$ cat src/rtl/ts_pkg.sv
// Shared timestamp widths and the truncated-to-full timestamp extension helper
// used on the receive side of the triggered timestamp generator.
package ts_pkg;
  localparam int TS1_BITS = 10;
  localparam int TS2_BITS = 7;
  localparam int TSOUT_W  = 40;
  localparam int TS2OUT_W = 32;

  // Returns {ext, borrow_from_zero}. snap_upper is the snapshot already shifted
  // down by n bits; n is the truncated width (TS1_BITS or TS2_BITS).
  function automatic logic [TSOUT_W:0] ts_extend(input logic [TSOUT_W-1:0]  snap_upper,
                                                 input logic [TS1_BITS-1:0] snap_lo,
                                                 input logic [TS1_BITS-1:0] trunc,
                                                 input int                  n);
    logic [TSOUT_W-1:0] ext;
    logic               bfz;
    bfz = 1'b0;
    if (trunc <= snap_lo)
      ext = (snap_upper << n) | TSOUT_W'(trunc);
    else if (snap_upper == '0) begin
      ext = TSOUT_W'(trunc);
      bfz = 1'b1;
    end else
      ext = ((snap_upper - TSOUT_W'(1)) << n) | TSOUT_W'(trunc);
    return {ext, bfz};
  endfunction
endpackage

$ cat src/rtl/ts_extend_core.sv
// Combinational extension of one truncated chip timestamp against a live-counter
// snapshot, with optional latency check against MAXLAT.
module ts_extend_core
  import ts_pkg::*;
#(
  parameter int LO_W      = TS1_BITS,
  parameter int FULL_W    = TSOUT_W,
  parameter bit CHECK_LAT = 1'b1,
  parameter int MAXLAT    = 512
) (
  input  logic [FULL_W-1:0] snap,
  input  logic [LO_W-1:0]   trunc,
  output logic [FULL_W-1:0] ext,
  output logic              late,
  output logic              prerun
);
  logic [LO_W-1:0] d1;

  // modulo-2^LO_W distance between the snapshot and the chip timestamp
  assign d1     = snap[LO_W-1:0] - trunc;
  assign late   = CHECK_LAT && (int'(d1) > MAXLAT);
  assign ext    = FULL_W'(ts_extend(TSOUT_W'(snap >> LO_W), TS1_BITS'(snap[LO_W-1:0]),
                                    TS1_BITS'(trunc), LO_W) >> 1);
  assign prerun = 1'(ts_extend(TSOUT_W'(snap >> LO_W), TS1_BITS'(snap[LO_W-1:0]),
                               TS1_BITS'(trunc), LO_W));
endmodule

$ cat src/rtl/hit_ts_extender.sv
// Two-stage hit pipeline: stage 1 snapshots the live TS counters on acceptance,
// stage 2 holds the extended timestamps and late/prerun flags for the readout FIFO.
module hit_ts_extender
  import ts_pkg::*;
#(
  parameter int PAYLOAD_W = 24,
  parameter int MAXLAT    = 512,
  parameter bit DROP_LATE = 1'b0
) (
  input  logic                 clock,
  input  logic                 reset,
  input  logic                 enable,
  input  logic [TSOUT_W-1:0]   tsout,
  input  logic [TS2OUT_W-1:0]  ts2out,
  input  logic                 in_valid,
  output logic                 in_ready,
  input  logic [TS1_BITS-1:0]  in_ts1,
  input  logic [TS2_BITS-1:0]  in_ts2,
  input  logic [PAYLOAD_W-1:0] in_payload,
  output logic                 out_valid,
  input  logic                 out_ready,
  output logic [TSOUT_W-1:0]   out_ts,
  output logic [TS2OUT_W-1:0]  out_ts2,
  output logic [PAYLOAD_W-1:0] out_payload,
  output logic                 out_late,
  output logic                 out_prerun,
  output logic [15:0]          hit_count,
  output logic [15:0]          late_count
);
  typedef struct packed {
    logic [TS1_BITS-1:0]  ts1;
    logic [TS2_BITS-1:0]  ts2;
    logic [PAYLOAD_W-1:0] payload;
    logic [TSOUT_W-1:0]   snap;
    logic [TS2OUT_W-1:0]  snap2;
  } s1_t;

  s1_t                s1;
  logic [2:1]         vld_pipe;
  logic               s1_advance, accept, s1_move, s2_load, flag;
  logic [TSOUT_W-1:0] ext1;
  logic [TS2OUT_W-1:0] ext2;
  logic               late1, late2, pre1, pre2;

  ts_extend_core #(.LO_W(TS1_BITS), .FULL_W(TSOUT_W), .CHECK_LAT(1'b1), .MAXLAT(MAXLAT)) u_ts1 (
    .snap(s1.snap), .trunc(s1.ts1), .ext(ext1), .late(late1), .prerun(pre1));

  ts_extend_core #(.LO_W(TS2_BITS), .FULL_W(TS2OUT_W), .CHECK_LAT(1'b0)) u_ts2 (
    .snap(s1.snap2), .trunc(s1.ts2), .ext(ext2), .late(late2), .prerun(pre2));

  assign s1_advance = !vld_pipe[2] || out_ready;
  assign in_ready   = !reset && enable && (!vld_pipe[1] || s1_advance);
  assign accept     = in_valid && in_ready;
  assign s1_move    = vld_pipe[1] && s1_advance;
  assign flag       = late1 || late2 || pre1 || pre2;
  // a dropped hit still leaves stage 1 so the stream keeps moving
  assign s2_load    = s1_move && !(DROP_LATE && flag);
  assign out_valid  = vld_pipe[2];

  always_ff @(posedge clock or posedge reset) begin
    if (reset) begin
      {vld_pipe, s1, out_ts, out_ts2, out_payload, out_late, out_prerun} <= '0;
      {hit_count, late_count} <= '0;
    end else if (!enable) begin
      {vld_pipe, s1, out_ts, out_ts2, out_payload, out_late, out_prerun} <= '0;
      {hit_count, late_count} <= '0;
    end else begin
      if (accept)
        s1 <= '{ts1: in_ts1, ts2: in_ts2, payload: in_payload, snap: tsout, snap2: ts2out};
      if (accept)          vld_pipe[1] <= 1'b1;
      else if (s1_advance) vld_pipe[1] <= 1'b0;
      if (s2_load) begin
        vld_pipe[2] <= 1'b1;
        out_ts      <= ext1;
        out_ts2     <= ext2;
        out_payload <= s1.payload;
        out_late    <= late1;
        out_prerun  <= pre1 || pre2;
      end else if (out_ready) begin
        vld_pipe[2] <= 1'b0;
      end
      if (accept && hit_count != '1)            hit_count  <= hit_count + 16'd1;
      if (s1_move && flag && late_count != '1)  late_count <= late_count + 16'd1;
    end
  end
endmodule

$ cat config.mk
export PLATFORM = sky130hd
export DESIGN_NAME = hit_ts_extender
export DESIGN_NICKNAME = d
export VERILOG_FILES = /design/src/rtl/ts_pkg.sv /design/src/rtl/ts_extend_core.sv /design/src/rtl/hit_ts_extender.sv
export SDC_FILE = /design/constraint.sdc
export NUM_CORES = 1
export LEC_CHECK = 0
export CAP_MARGIN = 20
export CORE_ASPECT_RATIO = 1.25
export CORE_MARGIN = 4
export CORE_UTILIZATION = 56
export DETAILED_ROUTE_END_ITERATION = 6
export PLACE_DENSITY = 0.87
export SYNTH_ARGS = -nofsm -noshare
export SYNTH_HDL_FRONTEND = slang
export SYNTH_HIERARCHICAL = 1
export SYNTH_SLANG_ARGS = --single-unit
$ cat constraint.sdc
create_clock -name clock -period 14.1 [get_ports clock]
set_input_delay 2.115 -clock clock [delete_from_list [all_inputs] [get_ports clock]]
set_output_delay 2.115 -clock clock [all_outputs]
set_load 0.01 [all_outputs]
## Word level (Yosys, flattened, before mapping)

Cells that the tools add are included.

- Div/mod/pow operators: 0
- Shift operators: 0
- Multiply operators: 0
- Reductions and logical operators: 17
- Add/sub/neg operators: 5
- Equal/unequal tests: 8
- Multiplexer cells: 29
- Bitwise logic cells: 4
- $lt $le $gt $ge: 3

Operator list:

| cell | number |
|---|---|
| 2-to-1 mux 113 bit | 2 |
| 2-to-1 mux 40 bit | 4 |
| 2-to-1 mux 32 bit | 4 |
| logical NOT 40 bit | 2 |
| bitwise OR 40 x 10 -> 40 bit | 2 |
| 2-to-1 mux 16 bit | 4 |
| bitwise OR 32 x 7 -> 32 bit | 2 |
| 2-to-1 mux 24 bit | 2 |
| adder 16 x 1 -> 16 bit (second input constant) | 2 |
| inequality test 16 bit (second input constant) | 2 |
| subtractor 30 x 1 -> 30 bit (second input constant) | 1 |
| subtractor 25 x 1 -> 25 bit (second input constant) | 1 |
| 2-to-1 mux 1 bit | 12 |
| greater-than comparator 10 bit (second input constant) | 1 |
| less-or-equal comparator 10 bit | 1 |
| subtractor 10 bit | 1 |
| inequality test 2 x 1 -> 1 bit (second input constant) | 4 |
| less-or-equal comparator 7 bit | 1 |
| logical AND 1 bit | 7 |
| inequality test 3 x 1 -> 1 bit (second input constant) | 2 |
| logical OR 1 bit | 5 |
| logical NOT 1 bit | 3 |
| 2-to-1 mux 2 bit | 1 |

- Register bits after elaboration: 245
- Input bits: 118
- Latch bits: 0
- Logic and storage cells: 80
- Memory bits (writable): 0
- Memories: 0
- Memory bits (read-only): 0
- Output and inout bits: 132

## Depth between registers and ports, before layout

- Word-level depth: 9
- Depth in mapped cells: 14
- Gate-level depth less buffers: 13

## By module

The synthesis kept the hierarchy.

Modules (own cells, without submodules):

| module | cells an instance | area each (um^2) | seq. area each (um^2) | instances |
|---|---|---|---|---|
| hit_ts_extender | 1112 | 10043.4 | 6130.9 | 1 |
| ts_extend_core (u_ts1) | 201 | 1278.7 | 0.0 | 1 |
| ts_extend_core (u_ts2) | 172 | 1076.0 | 0.0 | 1 |

## Worst setup path after synthesis

OpenSTA, ideal clock, no wires.

- Kind: input -> output
- Start point: in reset
- End point: out in_ready
- Buffers on the path: 0
- Stages: 2
- Required time: 11.985 ns
- Path slack: 4.064 ns
- Arrival: 7.921 ns
- Cell sequence: inv_1 -> and3_1

- Longest elaborated chain between the ends: 3

Ends and longest elaborated chain:

| what | RTL line | source |
|---|---|---|
| start: declaration | hit_ts_extender.sv:11 | `input logic reset,` |
| logical NOT 1 bit (no line) | n/a |  |
| logical AND 1 bit (2 in a row) | hit_ts_extender.sv:52 | `assign in_ready = !reset && enable && (!vld_pipe[1] \|\| s1_advance);` |
| end: declaration | hit_ts_extender.sv:16 | `output logic in_ready,` |

Every way passes these cells.

## Worst setup path after layout

Same ends and word-level chain as after synthesis.

==> results.cfg <==
[clock_network]
cts.htree.levels = 1
root_buffer = clkbuf_16
clockBufferDepth = 3
cts-buffers-inserted = 24
clock_latency_ps = 520
cts_tree = yes
hold_buffers = 0
clock_sinks = 245
cts_resized = 0
clk_pin_slew_worst_paths_ps = 60
post_cts_buffers = 0

[yosys]
syn-cell-area_sq_mm = 0.0124
synth_top_area_share_pct = 49.4
synth_fa_ha_area_share_pct = 2.22
synthMuxAreaShare_pct = 0.706
yosys-top-cells-area = dfrtp_1 (49%), nand2_1 (14%), a21oi_1 (7.2%)
synth.distinct_cells = 69
ys_seq_area_share_pct = 49.4
synthTopCellsByCount = nand2_1 (458), dfrtp_1 (245), a21oi_1 (179)
syn_area_per_cell_sq_um = 8.35
synth-compound-area-share_pct = 14.4
synth_xor_xnor_area_share_pct = 1.62
synth-simple-area-share_pct = 26.5
syn_nets = 1625
yosys_warnings = 6
synth_largest_area_cell = dfrtp_1
yosysMostFrequentCell = nand2_1
synth_edf_count = 0
synth_top_family_by_area = simple AND/OR/NAND/NOR gates
synth-seq-cells = 245
syn_inst = 1485
ys.flop_type = dfrtp_1
synthArstFlopShare_pct = 100

[pwr]
powerDensity_mw_per_mm2 = 108
ir_drop_mv = 0.123
p_leak_nw = 6.66

[drt]
drt-met1-wl_microns = 13500
top_layer = met4
met3_wirelength_microns = 3030
via_per_inst = 6.02
wl_microns = 35600
ant_nets = 0
post-route-drc-count = 0
wl_per_cell_microns = 18.2
dr_wl_met2_microns = 17300
drt_pass1_iterations = 5
dr_total_vias = 11800
drtIter0Drc = 1145

[timing]
tightest_slew_ps = 957
fin_setup_tns_ps = 0
maxSlewHeadroom_pct = 36.2
skew_ps = 11.7
period_needed_ps = 6130
finalSetupViolations = 0
hold_viol_final = 0
slew_violations = 0
period_share_pct = 43.5
rsz0062_at_grt = no
max_freq_mhz = 163

[floorplanning]
coreArea_sq_mm = 0.0217
ioPinCount = 250
fp.dieW_microns = 141
die_area_sq_mm = 0.0246
rows = 60
die_h_microns = 174
initial_core_util_pct = 57.1

[setup_path]
r2r_slack_ps = 10430
worstPathArrival_ps = 4010
cp_data_required_time_ps = 11980
endpoint_kind = primary output
start_kind = input port
critical_path.max_fanout = 112
crit_type = input port to primary output

[global_route]
grt_start_max_net_pins = 113
grt_antenna_before_repair = 0
grt_overflow = 0
grt_use_total_pct = 28.1
grt_pass1_vias = 11700
grt_pass1_wl_microns = 57900

[cells_and_area]
fillCellCount = 1635
area_growth_pct = 26.7
nets = 1801
drive_above_1_share_pct = 5.30
fin_cells = 1959

[job]
maxCapViolations = 0

[status]
status = completed

[place]
place_congestion = 0.926
port_buffers = 249
place_inst = 1911
place_hpwl_microns = 23400

[min_path]
min_path_type = flip-flop to flip-flop
==> cells in the final DEF (no fill, tap or decap), drive strengths merged, types with 4 or more instances in the layout <==
master and count:
clkdlybuf4s50 248, nand3 81, or3 16, clkinv 10
o31ai 30, clkbuf 31, nor4 25, xnor2 20
o41ai 11, a22o 4, and2 4, nor3 20
inv 33, nor4b 4, or4 8, nand2 460
buf 14, o311ai 4, o21ai 53, a21oi 179
nand4 17, mux2 6, a211oi 4, nand2b 11
and3 4, ha 22, or2 6, dfrtp 245
nor2 59, and4 7
==> final timing paths <==
| check | from | to | cells after the start |
|---|---|---|---|
| worst max-delay path | reset | in_ready | 4 |
| worst min-delay path | s1[87] | s1[87] | 2 |
| worst max register to register | s1[34] | late_count[9] | 12 |
| worst min register to register | s1[87] | s1[87] | 2 |
| max in group asynchronous | reset | out_ts2[0] | 3 |
| min in group asynchronous | reset | out_ts2[29] | 2 |
==> registers in the layout (all words and copies together) (netlist names) <==
name / count
hit_count: 16
out_prerun: 1
out_late: 1
late_count: 16
s1: 113
vld_pipe: 2
out_payload: 24
out_ts: 40
out_ts2: 32
==> logic make-up after synthesis <==
kind of cell | count (synthesis)
mux | 8
other cells | 1
buf+inv | 144
fa+ha+maj | 22
simple gates | 734
xor+xnor | 23
flops | 245
compound gates | 308
==> report_power, final <==
group | switching, mW | internal (mW)
Clock | 0.276 | 0.369
Combinational | 0.182 | 0.120
Sequential | 0.0202 | 0.724
Total | 0.478 | 1.21
==> critical path, stage by stage <==
cell             delay [ps]
clkdlybuf4s50_1         490
inv_8                   570
and3_1                  260
clkdlybuf4s50_1         530
==> routing by layer <==
layer / GRT usage, % / vias to the layer above
li1: - / 5420
met1: 35.7 / 5620
met2: 47.6 / 625
met3: 4.38 / 127
met4: 12.4 / 0
met5: 0 / -
==> final cells by class <==
cell class	instances	area, sq um	area share, %
diodes	1	2.50	0.0159
flip-flops and latches	245	6130	39.0
clock buffers	31	698	4.44
repair buffers	262	2630	16.8
inverters	32	133	0.844
well taps	279	349	2.22
multi-input cells	1096	5660	36.0
clock inverters	13	100	0.637
==> stage by stage <==
stage	hold slack (ps)	power, mW	area (sq um)	utilization [%]	setup WS, ps
final	499	1.69	15700	72.4	7970
after global routing	515	1.76	15700	72.4	7780
after CTS	501	1.69	15600	72.1	7920
after detailed placement	484	1.05	14800	68.4	7920
after global placement	479	1.04	14800	68.4	7930
after floorplan	466	0.946	12400	-	4060
Note: power is estimated with default switching activity, not from simulation.
